$ cat src/rtl/dmem_wbuf.sv
// Store write buffer between M stage and data RAM: FIFO drain over valid/ready, load forwarding.
// Optional store coalescing into the youngest entry when WBUF_COALESCE_EN is defined.
module dmem_wbuf #(
    parameter int DEPTH = 4,
    parameter int AW    = 32
) (
    input  logic          clk,
    input  logic          reset,
    input  logic          memwriteM,
    input  logic          memreadM,
    input  logic [AW-1:0] aluoutM,
    input  logic [31:0]   writedataM,
    output logic [31:0]   readdataM,
    output logic          stall_M,
    output logic [AW-1:0] mem_raddr,
    input  logic [31:0]   mem_rdata,
    output logic          mem_wvalid,
    output logic [AW-1:0] mem_waddr,
    output logic [31:0]   mem_wdata,
    input  logic          mem_wready,
    output logic          wbuf_empty
);

    localparam int PW = (DEPTH > 1) ? $clog2(DEPTH) : 1;

    logic [DEPTH-1:0] valid;
    logic [AW-3:0]    addr_q [DEPTH];
    logic [31:0]      data_q [DEPTH];
    logic [PW-1:0]    head;
    logic [PW-1:0]    tail;
    logic [PW:0]      count;

    logic [AW-3:0] waddr;
    logic          full;
    logic          pop_now;
    logic          coal;
    logic          alloc;
    logic          fwd_hit;
    logic [31:0]   fwd_data;
    logic          unused_offset;

    assign waddr         = aluoutM[AW-1:2];
    assign unused_offset = ^aluoutM[1:0];

    assign full       = (count == (PW+1)'(DEPTH));
    assign wbuf_empty = (count == '0);
    assign mem_wvalid = !wbuf_empty;
    assign mem_waddr  = {addr_q[head], 2'b00};
    assign mem_wdata  = data_q[head];
    assign mem_raddr  = {waddr, 2'b00};
    assign pop_now    = mem_wvalid && mem_wready;

`ifdef WBUF_COALESCE_EN
    logic [PW-1:0] youngest;
    assign youngest = tail - PW'(1);
    // The youngest entry cannot absorb a store while it is leaving as the head.
    assign coal = memwriteM && valid[youngest] && (addr_q[youngest] == waddr)
                  && !((youngest == head) && pop_now);
`else
    assign coal = 1'b0;
`endif

    assign alloc   = memwriteM && !coal && (!full || pop_now);
    assign stall_M = memwriteM && !coal && full && !mem_wready;

    // Walk oldest to youngest so the last match wins.
    always_comb begin
        logic [PW-1:0] idx;
        idx      = head;
        fwd_hit  = 1'b0;
        fwd_data = '0;
        for (int unsigned i = 0; i < DEPTH; i++) begin
            idx = head + PW'(i);
            if (valid[idx] && (addr_q[idx] == waddr)) begin
                fwd_hit  = 1'b1;
                fwd_data = data_q[idx];
            end
        end
    end

    assign readdataM = (memreadM && fwd_hit) ? fwd_data : mem_rdata;

    always_ff @(posedge clk or negedge reset) begin
        if (!reset) begin
            valid <= '0;
            head  <= '0;
            tail  <= '0;
            count <= '0;
            for (int unsigned i = 0; i < DEPTH; i++) begin
                addr_q[i] <= '0;
                data_q[i] <= '0;
            end
        end else begin
            // Pop before push: when full, both touch the same slot and the push must win.
            if (pop_now) begin
                valid[head] <= 1'b0;
                head        <= head + PW'(1);
            end
            if (alloc) begin
                valid[tail]  <= 1'b1;
                addr_q[tail] <= waddr;
                data_q[tail] <= writedataM;
                tail         <= tail + PW'(1);
            end
`ifdef WBUF_COALESCE_EN
            if (coal) begin
                data_q[youngest] <= writedataM;
            end
`endif
            case ({alloc, pop_now})
                2'b10:   count <= count + (PW+1)'(1);
                2'b01:   count <= count - (PW+1)'(1);
                default: count <= count;
            endcase
        end
    end

endmodule

$ cat config.mk
export PLATFORM = sky130hd
export DESIGN_NAME = dmem_wbuf
export DESIGN_NICKNAME = d
export VERILOG_FILES = /design/src/rtl/dmem_wbuf.sv
export SDC_FILE = /design/constraint.sdc
export NUM_CORES = 1
export LEC_CHECK = 0
export BUFFER_PORTS_ARGS = -buffer_cell sky130_fd_sc_hd__buf_2
export CORE_AREA = 2 2 188 190
export CTS_CLUSTER_DIAMETER = 30
export DETAILED_ROUTE_END_ITERATION = 10
export DIE_AREA = 0 0 190 192
export GPL_ROUTABILITY_DRIVEN = 0
export PLACE_DENSITY = 0.81
export SLEW_MARGIN = 10
export SYNTH_ARGS = -nofsm -noshare
export SYNTH_HDL_FRONTEND = slang
export SYNTH_SLANG_ARGS = --single-unit
$ cat constraint.sdc
create_clock -name clk -period 6.82 [get_ports clk]
set_input_delay 0.682 -clock clk [delete_from_list [all_inputs] [get_ports clk]]
set_output_delay 0.682 -clock clk [all_outputs]
set_load 0.005 [all_outputs]
Word-level counts from Yosys, hierarchy flattened
Index checks and enable logic that the tools add are counted.

Muxes and demuxes: 54. Reductions and logical operators: 18. Add/sub/neg operators: 6. Equal/unequal tests: 7. Bitwise logic cells: 8. $lt $le $gt $ge: 13.

Operators with widths (count): 32-bit 2-to-1 mux (14); 30-bit 2-to-1 mux (9); 32-bit binary-select mux with 2-bit select (4); 30-bit binary-select mux with 2-bit select (4); 128-bit bitwise mux (1); 120-bit bitwise mux (1); 30-bit == test (4); 32-bit demux with 2-bit select (1); 30-bit demux with 2-bit select (1); 3-bit greater-or-equal comparator, second input constant (5); 2-bit by 3-bit < comparator with 1-bit output, second input constant (5); 2-bit NOT with 3-bit output (5); 1-bit logical AND (12); 1-bit 2-to-1 mux (10); 1-bit binary-select mux with 2-bit select (4); 4-bit 2-to-1 mux (2); 3-bit case mux with 2 select lines (1); 2-bit by 1-bit adder with 2-bit output, second input constant (2); 2-bit adder, second input constant (2); 4-bit AND (1); 1-bit demux with 2-bit select (2); 2-bit by 1-bit greater-or-equal comparator with 1-bit output, second input constant (2); 4-bit NOT (1); 4-bit bitwise OR (1); 10 further kinds (12).

Register bits after elaboration: 259. Output and inout bits: 131. Word-level logic and storage cells: 118. Input port bits: 101.

Logic depth before layout (Yosys ltp)
Depth in word-level cells: 12. Gate-level depth with buffers: 24. Gate-level depth less buffers: 10.

Least setup slack after synthesis
Ideal clock, no wire load.

Kind: register to output. Start: reg head[1]. End: out readdataM[17]. Buffers on the path: 14. Data required time: 6138 ps. Data arrival time: 5206 ps. Stages on the path, launching flop included: 21. Path slack: 932 ps. Cell sequence: dfrtp_1 -> buf_4 -> buf_6 -> buf_6 -> buf_6 -> buf_6 -> buf_6 -> clkbuf_1 -> buf_1 -> inv_1 -> ha_1 -> buf_4 -> buf_4 -> buf_2 -> buf_2 -> buf_2 -> clkbuf_1 -> mux4_2 -> and3_1 -> o311ai_1 -> mux2i_1.

Longest elaborated chain between the ends: 12.

Ends and longest elaborated chain: start, declared (RTL line 29) `logic [PW-1:0] head;`; start signal, assigned (RTL line 97) `head <= head + PW'(1);`; 2-bit by 1-bit adder with 2-bit output or 2-bit NOT with 3-bit output (tied branches) (RTL line 73, 74, 76); 2-bit NOT with 3-bit output (not written as such) or 30-bit binary-select mux with 2-bit select (tied branches) (RTL line 74, 76); 30-bit binary-select mux with 2-bit select or 30-bit 2-to-1 mux (tied branches) (RTL line 74) `if (valid[idx] && (addr_q[idx] == waddr)) begin`; 30-bit 2-to-1 mux (not written as such) (RTL line 74); 30-bit 2-to-1 mux (not written as such) or 30-bit == test (tied branches) (RTL line 74); 30-bit == test or 1-bit logical AND (tied branches) (RTL line 74); 1-bit logical AND or 1-bit 2-to-1 mux (tied branches) (RTL line 74); 1-bit 2-to-1 mux (3 in a row) (RTL line 74); 1-bit logical AND (RTL line 81) `assign readdataM = (memreadM && fwd_hit) ? fwd_data : mem_rdata;`; 32-bit 2-to-1 mux * (RTL line 81); end, declared (RTL line 13) `output logic [31:0] readdataM,`.

Every way passes the cells marked *; elsewhere a longest branch is shown, timed or not. The select of a mux whose other input is x is not followed.

Worst setup path in the final report
Start: reg head[1]. End: out readdataM[20].

Same word-level chain as after synthesis.

==> metrics.md <==
| Metric | Value |
|---|---|
| Status | complete, no violations |
| Logic pwr share | 52.8% |
| Util after Layout | 69.2% |
| Final ANT Viol Nets | 0 |
| Leakage power | roughly 0.0098 uW |
| First-pass GRT wire length | between 90 and 100 mm |
| Post-CTS Hold Fix Bufs | 0 |
| Grt ovf | 0 |
| Root Driver | clkbuf_16 |
| Clk slew on worst S/H paths | ~50 ps |
| Most common cell after layout, fill and taps aside | dfrtp_1 |
| Simple-Gate Fraction of Synth Area | roughly 6.5% |
| R2R depth | 6 |
| Die W | around 190 um |
| Num CTS Buffers | 70 |
| Required @ worst endpoint | slightly above 6000 ps |
| TritonCTS clock tree | done |
| Compound-Gate Fraction of Synth Area | a little under 9% |
| Critical path class | flip-flop to output pin |
| CP Launch Type | flip-flop |
| Crit-path max FO | 48 |
| Port Buf Inserts | roughly 230 |
| Final TNS setup | 0 ps |
| Rows | 68 |
| Total Power | around 14000 uW |
| Sequential power share | about a quarter |
| NetSw | roughly 5600 uW |
| Register Area | between 6000 and 7000 sq um |
| Setup crit end kind | output pin |
| 1st-iter DRT viols | approximately 2000 |
| Synth Flop Type | dfrtp_1 |
| I/O pin total | 232 |
| Clock group share of total power | a little under a quarter |
| Switch share | between 30% and 40% |
| Area of the core | about 34000 sq um |
| Worst path top cell family by delay | buffers and inverters |
| Mapped cell area | ~20000 sq um |
| Number of max-cap violations | 0 |
| Internal Power | 8890 uW |
| Commonest non-fill, non-tap cells in the layout | dfrtp_1 (257), buf_2 (224), mux4_2 (210) |
| Largest family of logic cells by synthesized area | multiplexers |
| Worst skew pair latency | 570 ps |
| Yosys reg bits | roughly 260 |
| FF-to-FF Start | head[1]$_DFFE_PN0N_ |
| Clock Skews | roughly 11 ps |
| Area growth syn-to-layout | 16.3% |
| CP most frequent cell | buf_4 |
| Post-synth EDFFs | 0 |
| Final WL | roughly 61 mm |
| Clock sink count | around 260 |
| R2R Setup Slk | between 3000 and 4000 ps |
| Critical path cell sequence | inv_1 > ha_4 > buf_4 > mux4_2 > xor2_1 > nor4_1 > nand2_1 > nor4_4 > buf_4 > buf_4 > a21oi_1 > o311ai_1 > mux2i_1 > buf_2 |
| Endpoints failing setup | 0 |
| Slew margin rel. | between 10% and 20% |
| Slowest cell on the critical path | dfrtp_4 |
| Share of layout cells above drive strength 1 | between 40% and 50% |
| Cell area after layout | 23700 sq um |
| Mean routed wirelength per cell | around 26 um |
| Vias per cell | ~7 |
| Dpl cells | about 2200 |
| Post-Synth XOR/XNOR Area | roughly 4.6% |
| Register area share after synthesis | 31.8% |
| Chip height | around 190 um |
| Number of global-route vias before repair | between 15000 and 20000 |
| DIE AREA | ~36000 sq um |
| Multi-input gate area | 12500 sq um |
| Fin crit share | 95.9% |
| Crit path DAT | a little under 6000 ps |
| Nets | roughly 1900 |
| Buf/Inv on CP | 5 |
| Placed inst area | roughly 21000 sq um |
| Yosys warnings | 0 |
| Max frequency | between 150 and 200 MHz |
| Syn Area/Cell | roughly 12 sq um |
| Hold Path Class | input port to async pin |
| Initial Utilization | roughly three fifths |
| DR vias | ~17000 |
| Slew @ Worst Pin | ~1200 ps |
| Adder-Cell Fraction of Synth Area | less than 1% |
| Post-CTS Resized | 0 |
| Hold Violations, Final | 0 |
| Filler cells | 2337 |
| Crit-path max cell delay | 740 ps |
| Worst path depth | 14 |
| H-tree levels | 3 |
| Max VDD drop | around 0.48 mV |
| Initial antenna violation count | 7 |
| Synth Instances | between 1500 and 2000 |
| Async SR Flop Fraction | 100% |
| Multiplexer share of the synthesized area | around two fifths |
| GR Util All Layers | between 30% and 40% |
| Final cell count without fillers | between 2000 and 2500 |
| RR Endpoint | head[1]$_DFFE_PN0N_ |
| PwrDens | between 600 and 700 nW/um^2 |
| Minimum clock period | around 6500 ps |
| TritonRoute pass-1 iters | 6 |
| Residual DRC count | 0 |
| Yosys cell types | 69 |
| Final Max Tran Viols | 0 |
| Unrepaired setup endpoints after global routing | false |
| Detailed-placement wirelength estimate | roughly 36 mm |
| Clock buffer depth | 3 |
| Largest net degree at the start of global routing | around 100 |
-- cells by family after synthesis --
logic type	after synthesis
xor+xnor	106
flops	259
buf+inv	267
other cells	1
simple gates	250
compound gates	245
mux	538
fa+ha+maj	10
-- area by class of cell --
| type | instances | share of cell area [%] |
|---|---|---|
| Sequential cell | 259 | 27.4 |
| Antenna cell | 6 | 0.0633 |
| Multi-Input combinational cell | 1153 | 52.9 |
| Tap cell | 455 | 2.40 |
| Clock buffer | 91 | 8.06 |
| Timing Repair Buffer | 260 | 6.06 |
| Inverter | 57 | 0.902 |
| Clock inverter | 37 | 2.27 |
-- repair_timing --
item | CTS | global route
setup endpoints to repair | 0 | 23
endpoints found under the hold margin | 0 | 0
setup buffers | 0 | 1
-- synthesized netlist by cell type, types with 45 or more instances --
cell type / number / area share [%]
o21ai_0: 71 / 1.7
inv_1: 55 / 1.0
xnor2_1: 89 / 3.8
dfrtp_1: 259 / 32
mux2i_1: 125 / 6.1
mux2_2: 201 / 11
nand4_1: 46 / 1.4
a21oi_1: 45 / 1.1
nand2_1: 91 / 1.7
clkbuf_1: 72 / 1.3
mux4_2: 210 / 23
buf_4: 45 / 1.7
-- registers in the layout, summed over array words and instances, names as in the netlist --
| register | cells |
|---|---|
| head | 2 |
| addr_q | 120 |
| count | 3 |
| valid | 4 |
| tail | 2 |
| data_q | 128 |
-- metrics by stage --
| stage | hold slack, ps | setup WS (ps) |
|---|---|---|
| detailed placement | 475 | 866 |
| finish | 162 | 282 |
| global route | 227 | 79.3 |
| global placement | 469 | 977 |
| CTS | 186 | 156 |
| floorplan | 386 | 932 |
-- power groups by stage --
stage | clock (uW) | sequential, uW | combinational (uW)
CTS | 3470 | 3330 | 7550
floorplan | 0 | 2940 | 5990
global route | 3560 | 3510 | 8110
detailed placement | 0 | 3320 | 7430
global placement | 0 | 3210 | 7270
finish | 3450 | 3380 | 7650
-- worst max path at each step --
stage / start / endpoint / slack, ps
floorplan: head[1]$_DFFE_PN0N_ / readdataM[17] / 930
global placement: head[1]$_DFFE_PN0N_ / readdataM[26] / 980
detailed placement: head[1]$_DFFE_PN0N_ / readdataM[20] / 870
CTS: head[1]$_DFFE_PN0N_ / readdataM[24] / 160
global route: head[1]$_DFFE_PN0N_ / readdataM[20] / 80
finish: head[1]$_DFFE_PN0N_ / readdataM[20] / 280
-- routing by layer --
| metal | routed length (um) | up-vias | GRT usage (%) |
|---|---|---|---|
| met5 | 55 | - | 0 |
| met4 | 3040 | 8 | 18.5 |
| met3 | 6790 | 243 | 8.39 |
| met2 | 28800 | 1207 | 52.6 |
| met1 | 21800 | 8287 | 43.4 |
| li1 | - | 6766 | - |
No activity file was read; power rests on OpenSTA's default activity.
